## src/rtl/dmem_arbiter_ctrl.sv

```systemverilog
// rtl/dmem_arbiter_ctrl.sv - two-port round-robin arbiter and access sequencer for the data memory
module dmem_arbiter_ctrl #(
    parameter int WIDTH = 32,
    parameter int DEPTH = 16
) (
    input  logic             clk,
    input  logic             rst,
    input  logic             m0_req_valid,
    output logic             m0_req_ready,
    input  logic             m0_req_we,
    input  logic [1:0]       m0_req_size,
    input  logic             m0_req_signed,
    input  logic [DEPTH-1:0] m0_req_addr,
    input  logic [WIDTH-1:0] m0_req_wdata,
    input  logic             m1_req_valid,
    output logic             m1_req_ready,
    input  logic             m1_req_we,
    input  logic [1:0]       m1_req_size,
    input  logic             m1_req_signed,
    input  logic [DEPTH-1:0] m1_req_addr,
    input  logic [WIDTH-1:0] m1_req_wdata,
    output logic             rsp_valid,
    input  logic             rsp_ready,
    output logic             rsp_id,
    output logic             rsp_err,
    output logic [WIDTH-1:0] rsp_rdata,
    output logic [DEPTH-1:0] mem_addr,
    output logic [WIDTH-1:0] mem_data_in,
    output logic             mem_wr,
    output logic             mem_rd,
    output logic             mem_one_byte,
    output logic             mem_two_bytes,
    output logic             mem_four_bytes,
    input  logic [WIDTH-1:0] mem_data_out,
    output logic             busy
);

    localparam logic [2:0] S_IDLE = 3'd0;
    localparam logic [2:0] S_WR   = 3'd1;
    localparam logic [2:0] S_RD   = 3'd2;
    localparam logic [2:0] S_WAIT = 3'd3;
    localparam logic [2:0] S_CAP  = 3'd4;
    localparam logic [2:0] S_RESP = 3'd5;

    logic [2:0]       state_q;
    logic             last_q;
    logic             id_q;
    logic             we_q;
    logic [1:0]       size_q;
    logic             sgn_q;
    logic [DEPTH-1:0] addr_q;
    logic [WIDTH-1:0] wdata_q;
    logic             err_q;
    logic [WIDTH-1:0] rdata_q;

    logic             idle;
    logic             any_valid;
    logic             grant_id;
    logic             accept;
    logic             sel_we;
    logic [1:0]       sel_size;
    logic             sel_sgn;
    logic [DEPTH-1:0] sel_addr;
    logic [WIDTH-1:0] sel_wdata;
    logic             sel_err;
    logic [WIDTH-1:0] ext_data;
    logic             mem_active;

    // With both ports requesting, the port not granted last wins.
    always_comb begin
        idle      = (state_q == S_IDLE);
        any_valid = m0_req_valid | m1_req_valid;
        grant_id  = (m0_req_valid & m1_req_valid) ? ~last_q : m1_req_valid;
        accept    = idle & any_valid;
        sel_we    = grant_id ? m1_req_we     : m0_req_we;
        sel_size  = grant_id ? m1_req_size   : m0_req_size;
        sel_sgn   = grant_id ? m1_req_signed : m0_req_signed;
        sel_addr  = grant_id ? m1_req_addr   : m0_req_addr;
        sel_wdata = grant_id ? m1_req_wdata  : m0_req_wdata;
        sel_err   = (sel_size == 2'b11)
                  | ((sel_size == 2'b01) & (sel_addr[1:0] == 2'b11))
                  | ((sel_size == 2'b10) & (sel_addr[1:0] != 2'b00));
    end

    assign m0_req_ready = accept & ~grant_id;
    assign m1_req_ready = accept &  grant_id;

    always_comb begin
        case (size_q)
            2'b00:   ext_data = {{(WIDTH-8){sgn_q & mem_data_out[7]}}, mem_data_out[7:0]};
            2'b01:   ext_data = {{(WIDTH-16){sgn_q & mem_data_out[15]}}, mem_data_out[15:0]};
            default: ext_data = mem_data_out;
        endcase
    end

    always_ff @(posedge clk or negedge rst) begin
        if (!rst) begin
            state_q <= S_IDLE;
            last_q  <= 1'b1;
            id_q    <= 1'b0;
            we_q    <= 1'b0;
            size_q  <= 2'b00;
            sgn_q   <= 1'b0;
            addr_q  <= '0;
            wdata_q <= '0;
            err_q   <= 1'b0;
            rdata_q <= '0;
        end else begin
            case (state_q)
                S_IDLE: begin
                    if (accept) begin
                        id_q    <= grant_id;
                        last_q  <= grant_id;
                        we_q    <= sel_we;
                        size_q  <= sel_size;
                        sgn_q   <= sel_sgn;
                        addr_q  <= sel_addr;
                        wdata_q <= sel_wdata;
                        err_q   <= sel_err;
                        rdata_q <= '0;
                        if (sel_err)     state_q <= S_RESP;
                        else if (sel_we) state_q <= S_WR;
                        else             state_q <= S_RD;
                    end
                end
                S_WR:   state_q <= S_RESP;
                S_RD:   state_q <= S_WAIT;
                S_WAIT: state_q <= S_CAP;
                S_CAP: begin
                    rdata_q <= ext_data;
                    state_q <= S_RESP;
                end
                S_RESP: if (rsp_ready) state_q <= S_IDLE;
                default: state_q <= S_IDLE;
            endcase
        end
    end

    // Address and size stay on the bus from the strobe cycle through capture.
    assign mem_active     = (state_q == S_WR) | (state_q == S_RD) | (state_q == S_WAIT) | (state_q == S_CAP);
    assign mem_addr       = mem_active ? addr_q : '0;
    assign mem_data_in    = (state_q == S_WR) ? wdata_q : '0;
    assign mem_wr         = (state_q == S_WR);
    assign mem_rd         = (state_q == S_RD);
    assign mem_one_byte   = mem_active & (size_q == 2'b00);
    assign mem_two_bytes  = mem_active & (size_q == 2'b01);
    assign mem_four_bytes = mem_active & (size_q == 2'b10);

    assign rsp_valid = (state_q == S_RESP);
    assign rsp_id    = rsp_valid & id_q;
    assign rsp_err   = rsp_valid & err_q;
    assign rsp_rdata = rsp_valid ? rdata_q : '0;
    assign busy      = ~idle;

endmodule

```

## config.mk

```make
export PLATFORM = sky130hd
export DESIGN_NAME = dmem_arbiter_ctrl
export DESIGN_NICKNAME = d
export VERILOG_FILES = /design/src/rtl/dmem_arbiter_ctrl.sv
export SDC_FILE = /design/constraint.sdc
export NUM_CORES = 1
export LEC_CHECK = 0
export CAP_MARGIN = 20
export CORE_MARGIN = 10
export CORE_UTILIZATION = 44
export CTS_BUF_LIST = sky130_fd_sc_hd__clkbuf_2
export DETAILED_ROUTE_END_ITERATION = 6
export PLACE_DENSITY = 0.88
export REMOVE_ABC_BUFFERS = 1
export SKIP_CTS_REPAIR_TIMING = 1
export SYNTH_ARGS = -nofsm -noshare
export SYNTH_HDL_FRONTEND = slang
export SYNTH_SLANG_ARGS = --single-unit
```

## constraint.sdc

```tcl
create_clock -name clk -period 4.5 [get_ports clk]
set_input_delay 0.9 -clock clk [delete_from_list [all_inputs] [get_ports clk]]
set_output_delay 0.9 -clock clk [all_outputs]
set_load 0.005 [all_outputs]
```

Word-level counts from Yosys, hierarchy flattened. Cells that the tools add are included.

Logic and storage cells: 69. Output and inout bits: 91. Input port bits: 141. Bits in registers: 89.

Reductions and logical operators: 8. Bitwise operators: 22. Eq/ne operators: 13. Multiplexer cells: 17.

Operator list (count): 32-bit 2-to-1 mux (4); 32-bit case mux with 2 select lines (2); 16-bit 2-to-1 mux (2); 3-bit case mux with 5 select lines (1); 1-bit bitwise AND (13); 3-bit 2-to-1 mux (3); 2-bit equality test (second input constant) (4); 3-bit by 2-bit equality test with 1-bit output (second input constant) (2); 3-bit equality test (second input constant) (2); 1-bit bitwise OR (6); 2-bit AND reduction (3); 2-bit by 1-bit equality test with 1-bit output (second input constant) (2); 2-bit 2-to-1 mux (2); 2-bit by 1-bit inequality test with 1-bit output (second input constant) (2); 2-bit nonzero test (2); 3-bit by 1-bit equality test with 1-bit output (second input constant) (1); 3-bit zero test (1); 1-bit 2-to-1 mux (3); 1-bit inverter (3); 2-bit zero test (1); 2-bit OR reduction (1).

Longest topological paths before layout.
Depth after elaboration: 10. Depth in mapped cells: 7.

Worst setup path after synthesis. No wires, ideal clock.

Kind: input-to-output. Start point: in m1_req_valid. End point: out m1_req_ready. Cell stages on the path: 5. Buffers on the path: 3. Arrival time: 1.656 ns. Path slack: 1.944 ns. Cell sequence: a21boi_1 -> buf_2 -> and2_1 -> buf_2 -> buf_2.

Longest elaborated chain between the ends: 3. Elaborated cells between the ends (all ways): 5. Those cells by class: mux: 1; bitwise: 4.

Ends and longest elaborated chain: from (decl) (RTL line 15) `input logic m1_req_valid,`; 1-bit bitwise OR or 1-bit bitwise AND (tied branches) (RTL line 72, 73); 1-bit bitwise AND or 1-bit 2-to-1 mux (tied branches) (RTL line 74, 73); 1-bit bitwise AND (*) (RTL line 86) `assign m1_req_ready = accept & grant_id;`; to (decl) (RTL line 16) `output logic m1_req_ready,`.

Every way passes the cells marked *; elsewhere a longest branch is shown, timed or not.

Worst setup path in the final report. Same ends and word-level chain as after synthesis.

==> impl_metrics.py <==
metrics = {
    "global_routing": {
        "overflow": 0,
        "grt_pass1_vias": 4599,
        "grt_max_degree": 69,
        "grtUsageMet1_pct": 23.0,
        "met3_usage_pct": 9.63,
        "grt_usage_pct": 20.9,
        "met2_usage_pct": 35.2,
        "busiest_layer": "met2",
        "grt_pass1_wl_um": 24500,
        "antenna_found_initial": 1,
    },
    "floorplan": {
        "die_width_um": 121,
        "pin_count": 232,
        "start_util_pct": 45.7,
        "rows": 36,
        "die-area_sq_um": 14700,
        "die_h_um": 121,
        "core_area_sq_um": 9860,
    },
    "pwr": {
        "powerDensity_nw_per_um2": 563,
        "internal-power_mw": 2.59,
        "p_sw_share_pct": 34.8,
        "ir_worst_vdd_v": 0.000265,
        "p_seq_share_pct": 34.6,
        "comb_power_share_pct": 53.6,
        "pwr-share-clk_pct": 11.7,
        "switching_power_mw": 1.38,
        "leakage_nw": 3.25,
    },
    "critical_path": {
        "crit_type": "in -> out",
        "cp.required_ns": 3.60,
        "cp_common_cell": "clkdlybuf4s50_1",
        "path_max_fanout": 9,
        "crit_path_start_kind": "primary input",
        "cp.arrival_ns": 2.80,
        "crit_buf_inv": 3,
        "cpPeakStageDelay_ns": 0.56,
        "crit_chain": "clkdlybuf4s50_1, a21boi_1, buf_4, and2_2, clkdlybuf4s50_1",
        "critPathSlowestCell": "clkdlybuf4s50_1",
        "critPathCaptureType": "output port",
        "critPathTopFamily": "buffers and inverters",
    },
    "sta": {
        "period_share_pct": 82.3,
        "finalClockSkew_ns": 0.0223,
        "finalSetupTns_ns": 0,
        "setup_viol": 0,
        "worst-slew-pin-transition_ns": 1.02,
        "fmax_ghz": 0.270,
        "rsz0062_at_grt": "false",
        "period_minus_slack_ns": 3.70,
        "slew_headroom_pct": 31.9,
        "hold_viol_final": 0,
        "slew_viol_final": 0,
    },
    "final_layout": {
        "drive_gt1_share_pct": 4.89,
        "regArea_sq_um": 2230,
        "stdcell_count": 788,
        "syn2layout_area_growth_pct": 56.3,
        "nets": 790,
        "fill_cells": 706,
        "multi_input_area_sq_um": 2100,
    },
    "yosys": {
        "synthFlopType": "dfrtp_1",
        "yosysSeqAreaShare_pct": 49.4,
        "syn_avg_cell_area_sq_um": 10.3,
        "yosys.area_share.adder_pct": 0,
        "ys_ff_latch": 89,
        "synth-simple-area-share_pct": 19.7,
        "yosysTopAreaCellShare_pct": 48.8,
        "synth.area.mux_share_pct": 1.14,
        "synth_xor_area_share_pct": 0.194,
        "synth_common_cells": "dfrtp_1 (88), and2_1 (85), a22o_1 (63)",
        "synth_edf_count": 0,
        "synth_area_sq_um": 4510,
        "async_reset_ff_share_pct": 100,
        "synth_compound_area_share_pct": 25.2,
        "ys_warn_count": 0,
        "yosysMostFrequentCell": "dfrtp_1",
        "syn_inst": 436,
        "synth_top_area_cell": "dfrtp_1",
        "synth_area_leaders": "dfrtp_1 (49%), a22o_1 (12%), and2_1 (12%)",
        "yosysUniqueCellTypes": 34,
        "synth_top_family_by_area": "compound AO/OA/AOI/OAI gates",
    },
    "placed_design": {
        "port_buffers": 231,
        "gp_congestion": 0.797,
        "place_hpwl_um": 12000,
        "dp_cells": 769,
    },
    "clock_tree": {
        "ctsLongestPathBuffers": 2,
        "ctsRootBufferMaster": "clkbuf_2",
        "clkSlewWorstSetupHoldPaths_ns": 0.25,
        "htree_levels": 3,
        "clock_sink_count": 89,
        "numCtsBuffers": 9,
        "clock_latency_ns": 0.51,
        "cts_tree": "built",
    },
    "routing": {
        "ant_nets": 0,
        "remaining_drc_errors": 0,
        "wl_per_cell_um": 20.1,
        "drtIter0Drc": 330,
        "vias_per_cell": 5.36,
        "dr.pass1.iters": 5,
        "vias": 4226,
        "totalWireLength_um": 15800,
    },
    "run_status": {
        "status": "finished, final reports clean",
    },
    "run": {
        "max-cap-violations": 0,
    },
    "hold_path": {
        "hold_class": "in -> async",
    },
}
[cell families after synthesis]
logic type,Yosys count
flops,89
compound gates,144
mux,5
buf+inv,41
xor+xnor,1
simple gates,156
[layout by cell type, fill, tap and decap left out, types with 2 or more instances in the layout]
cell type        count
and3b_1              2
a22o_1              63
buf_4                6
bufinv_16            2
inv_1                5
clkdlybuf4s50_1    230
clkbuf_2             9
nor2_1              13
a21oi_1              7
a21o_1              50
o2bb2ai_1            8
mux2i_1              4
and3_1               2
o21ai_0              8
nand2b_1            16
nor3_1               2
a211oi_1             2
nand3_1              8
and2_1              84
nand2_1             24
dfrtp_1             88
[metrics by stage]
step                worst slack [ns]  utilization (%)  hold WS [ns]  area (sq um)  power, mW
floorplan                      0.338                -         0.441          4330       2.39
global placement               0.437             69.5         0.456          6860       3.41
detailed placement             0.390             69.5         0.469          6860       3.50
CTS                            0.378             70.9         0.389          7000       3.98
global route                   0.575             71.4         0.382          7050       4.26
finish                         0.797             71.4         0.420          7050       3.97
[final timing paths]
kind	startpoint	to	slack, ns	cells past startpoint
setup / recovery	m1_req_valid	m1_req_ready	0.80	5
hold / removal	rst	rdata_q[0]	0.42	1
setup reg to reg	state_q[0]	rdata_q[20]	1.93	5
hold reg to reg	id_q	id_q	0.52	1
max in group asynchronous	rst	wdata_q[30]	3.17	2
min in group clk	id_q	id_q	0.52	1
[worst reg2reg max path, delay by kind of cell, from the launching register on]
| family | cells | cell delay (ns) |
|---|---|---|
| AOI/OAI and AO/OA | 2 | 0.37 |
| DFF | 1 | 0.60 |
| and+or+nand+nor | 2 | 0.93 |
| buffers and inverters | 1 | 0.60 |
[area by class of cell]
cell class,count,share of cell area [%]
clock buffer,9,0.639
antenna,1,0.0355
timing repair buffer,238,34.0
inverter,5,0.266
multi-input combinational,306,29.8
clock inverter,7,1.33
tap,133,2.36
sequential,89,31.6
[per-layer routing]
| layer | up-vias | routed length (um) |
|---|---|---|
| li1 | 1954 | - |
| met1 | 2044 | 6050 |
| met2 | 211 | 7570 |
| met3 | 17 | 1960 |
| met4 | 0 | 238 |
| met5 | - | 0 |
[flip-flops by register name (all words and copies together) (netlist names)]
signal   cells
wdata_q     32
size_q       2
addr_q      16
id_q         1
state_q      3
err_q        1
sgn_q        1
last_q       1
rdata_q     32
[power groups by stage]
stage / Sequential [mW] / Combinational [mW] / Clock, mW
6_report: 1.37 / 2.13 / 0.466
3_5_place_dp: 1.39 / 2.11 / 0
5_1_grt: 1.42 / 2.33 / 0.519
4_1_cts: 1.37 / 2.13 / 0.484
2_1_floorplan: 1.31 / 1.08 / 0
3_3_place_gp: 1.36 / 2.05 / 0
Note: power is estimated with default switching activity, not from simulation.
==> edit 1 (same settings) <==
Change the parameter `DEPTH` from 16 to 32.
--- a/src/rtl/dmem_arbiter_ctrl.sv
+++ b/src/rtl/dmem_arbiter_ctrl.sv
@@ -1,7 +1,7 @@
 // rtl/dmem_arbiter_ctrl.sv - two-port round-robin arbiter and access sequencer for the data memory
 module dmem_arbiter_ctrl #(
     parameter int WIDTH = 32,
-    parameter int DEPTH = 16
+    parameter int DEPTH = 32
 ) (
     input  logic             clk,
     input  logic             rst,
Interface: changed (resized m0_req_addr, m1_req_addr and mem_addr); port bits go from 232 to 280. No check against the original RTL was run, so the function may have changed too.
==> edit 1 against the original RTL <==
Worst setup slack worse by 0.11 ns; cell count up 27%; power up 8.8%; area after synthesis up 23%; design area up 20%; sequential cell count up 16; count of clock-buffer cells in the layout unchanged; routed wire length up 14%; critical endpoint is now mem_data_in[22]; critical path type is now register to output pin.
==> edit 1: results (changes against the original RTL) <==
| Item | Reported | Delta |
|:---|:---|:---|
| Post-placement worst setup slack | 1.10 ns | +0.705 ns |
| Clock network share of area | 1.26% | -0.71 points |
| Worst reg2reg path endpoint | wdata_q[10] |  |
| Leakage Power | 0.00371 uW | +14% |
| Non-clk bufs | 286 | +20% |
| Starting DRC count in detailed routing | 269 | -18% |
| Slew HR | 33.5% | +1.6 points |
| Status | finished clean |  |
| Number of placed cells counting well taps | 984 | +28% |
| Gate Count Post-Synth | 572 | +31% |
| Number of flip-flops and latches in the synthesized netlist | 105 | +18% |
| Drt via density | 5.00 | -6.8% |
| Post-route clock skew | 0.0256 ns | +0.00327 ns |
| Largest cells by area after synthesis | sky130_fd_sc_hd__dfrtp_1, sky130_fd_sc_hd__mux2i_1, sky130_fd_sc_hd__and2_1 |  |
| Area share of xor/xnor cells in the synthesized design | 0.159% | -0.036 points |
| Post-detailed-placement cell area | 0.00835 sq mm | +22% |
| Cell variety after synth | 36 | +5.9% |
| Final GP Congestion | 0.784 | -1.7% |
| Data arrival time of the critical path | 2.91 ns | +0.11 ns |
| Largest vdd supply drop | 233 uV | -12% |
| Share of cell area taken by muxes after synthesis | 12.3% | +11 points |
| 1st-pass router iterations | 4 | -1 |
| Largest net degree at the start of global routing | 95 | +38% |
| Overall Global Routing Usage | 20.6% | -0.30 points |
| Sequential cell area | 0.00263 sq mm | +18% |
| Multi-input logic area | 0.00265 sq mm | +26% |
| Port Buf Inserts | 279 | +21% |
| Sw frac | 37.1% | +2.3 points |
| Sequential fraction of the synthesis area | 47.6% | -1.8 points |
| Clock latency on the worst-skew pair | 0.60 ns | +0.09 ns |
| Reg-to-reg setup timing slack | 2.08 ns | +0.15 ns |
| Nets | 1000 | +27% |
| Vias in the first global route | 5358 | +17% |
| Average wire per cell in the routed design | 18.1 um | -10% |
| HPWL after DPL | 14600 um | +22% |
| Synthesized-area fraction occupied by ao, oa, aoi and oai cells | 12.6% | -13 points |
| Ant diodes | 2 | +1 |
-- edit 1: power groups by stage --
| stage | clock network [uW] | logic [uW] | registers, uW |
|---|---|---|---|
| floorplan | 0 | 1170 | 1530 |
| global placement | 0 | 2250 | 1590 |
| detailed placement | 0 | 2320 | 1620 |
| CTS | 449 | 2330 | 1590 |
| global route | 489 | 2530 | 1650 |
| finish | 436 | 2290 | 1590 |
-- edit 1: how the worst max path moves through the flow --
stage / from / end / slack [ns] / depth (start not counted)
floorplan: m1_req_valid / m1_req_ready / -5.21 / 2
global placement: m0_req_valid / m1_req_ready / 1.13 / 5
detailed placement: m0_req_valid / m1_req_ready / 1.10 / 5
CTS: state_q[2] / rsp_rdata[1] / 0.61 / 3
global route: state_q[1] / rsp_id / 0.42 / 4
finish: state_q[2] / mem_data_in[22] / 0.69 / 4
-- edit 1: layer usage --
metal	track usage, %	wire length (um)
met1	21.3	6540
met2	36.1	9390
met3	9.03	1850
met4	7.23	328
met5	0	0
==> edit 2 (same settings) <==
Made on the original files. Make the reset (`rst`) synchronous in one clocked block.
--- a/src/rtl/dmem_arbiter_ctrl.sv
+++ b/src/rtl/dmem_arbiter_ctrl.sv
@@ -93,7 +93,7 @@
         endcase
     end
 
-    always_ff @(posedge clk or negedge rst) begin
+    always_ff @(posedge clk) begin
         if (!rst) begin
             state_q <= S_IDLE;
             last_q  <= 1'b1;
Check against the original RTL: differs if rst is asserted again (counterexample within 4 cycles, from zero or initial values and one cycle with rst low); with rst held inactive, the same outputs for 10 cycles.
==> edit 2 against the original RTL <==
The run now ends with design-rule violations left; largest cell class unchanged; area after synthesis fell by 8.9%; global-route usage rose by 1.5 points; design area fell by 6.7%; die area fell by 7.4%; routed wire length rose by 0.20%; sequential cell count did not move; worst setup slack got worse by 0.024 ns.
Power is not compared: it rests on default switching activity, and its combinational part moved more than twofold at a synthesized area within 25%.
==> edit 2: results (changes against the original RTL) <==
| Item | Reported | Delta |
|:---|:---|:---|
| Status | complete, but fails checks |  |
| Largest cells by area after synthesis | sky130_fd_sc_hd__dfxtp_1, sky130_fd_sc_hd__and2_1, sky130_fd_sc_hd__a222oi_1 |  |
| Post-route clock skew | 0.0288 ns | +0.00647 ns |
| Post-route DRC violation count | 7 | +7 |
| Top post-synthesis cells by count | sky130_fd_sc_hd__dfxtp_1, sky130_fd_sc_hd__and2_1, sky130_fd_sc_hd__nor2_1 |  |
| Vias in the first global route | 4505 | -2.0% |
| Filler-free cell count of the finished design | 781 | -0.89% |
| Reg-to-reg setup timing slack | 2.19 ns | +0.26 ns |
| Global-route wire length before repair | 24000 um | -2.3% |
| Slew at the pin closest to its max-slew limit | 1.08 ns | +0.0576 ns |
| Async SR Flop Fraction | 0% | -100 points |
| Failing checks | design-rule violations |  |
| Sequential fraction of the synthesis area | 43.4% | -6.1 points |
| Post-layout utilization of the core | 71.8% | +0.40 points |
| Slowest stage delay, CP | 0.94 ns | +0.38 ns |
| Antenna violations before repair | 0 | -1 |
| Metal-1 WL | 5680 um | -6.1% |
| Share of cell area taken by muxes after synthesis | 1.00% | -0.13 points |
| Capture point of the worst path | rsp_rdata[1] |  |
| Average wire per cell in the routed design | 20.3 um | +1.1% |
| Number of fill cells | 710 | +0.57% |
| Final hold slack | 0.464 ns | +0.0446 ns |
| Cell variety after synth | 41 | +21% |
| Worst reg2reg path endpoint | state_q[1] |  |
| Routed wl met2 | 7760 um | +2.4% |
| Data arrival time of the critical path | 2.83 ns | +0.03 ns |
| Share of post-route cells with drive strength above 1 | 5.23% | +0.34 points |
| Number of cells traversed by the worst register-to-register path | 4 | -1 |
| Starting DRC count in detailed routing | 543 | +65% |
==> edit 2: power by group through the flow <==
stage          Combinational [uW]  Sequential [uW]  Clock, uW
3_5_place_dp                  907             1030          0
6_report                      906             1010        571
4_1_cts                       911             1010        582
5_1_grt                       997             1030        607
3_3_place_gp                  881             1020          0
2_1_floorplan                 468             1000          0
==> edit 2: worst reg2reg max path, delay by kind of cell (launching register included) <==
family | cells | cell delay (ns)
flip-flops | 1 | 0.58
AND/OR/NAND/NOR | 2 | 1.16
AO/OA/AOI/OAI | 2 | 0.49
==> edit 2: cell type report <==
type	count	share of cell area [%]
multi-input combinational	321	31.7
antenna	1	0.0381
inverter	5	0.285
clock buffer	11	0.837
timing repair buffer	238	36.0
clock inverter	5	1.94
tap	111	2.11
sequential	89	27.1
==> edit 2: routing by layer <==
metal  vias up  GRT usage [%]
li1       2076              -
met1      2087           24.2
met2       233           37.7
met3        22           10.4
met4         0           7.41
met5         -              0
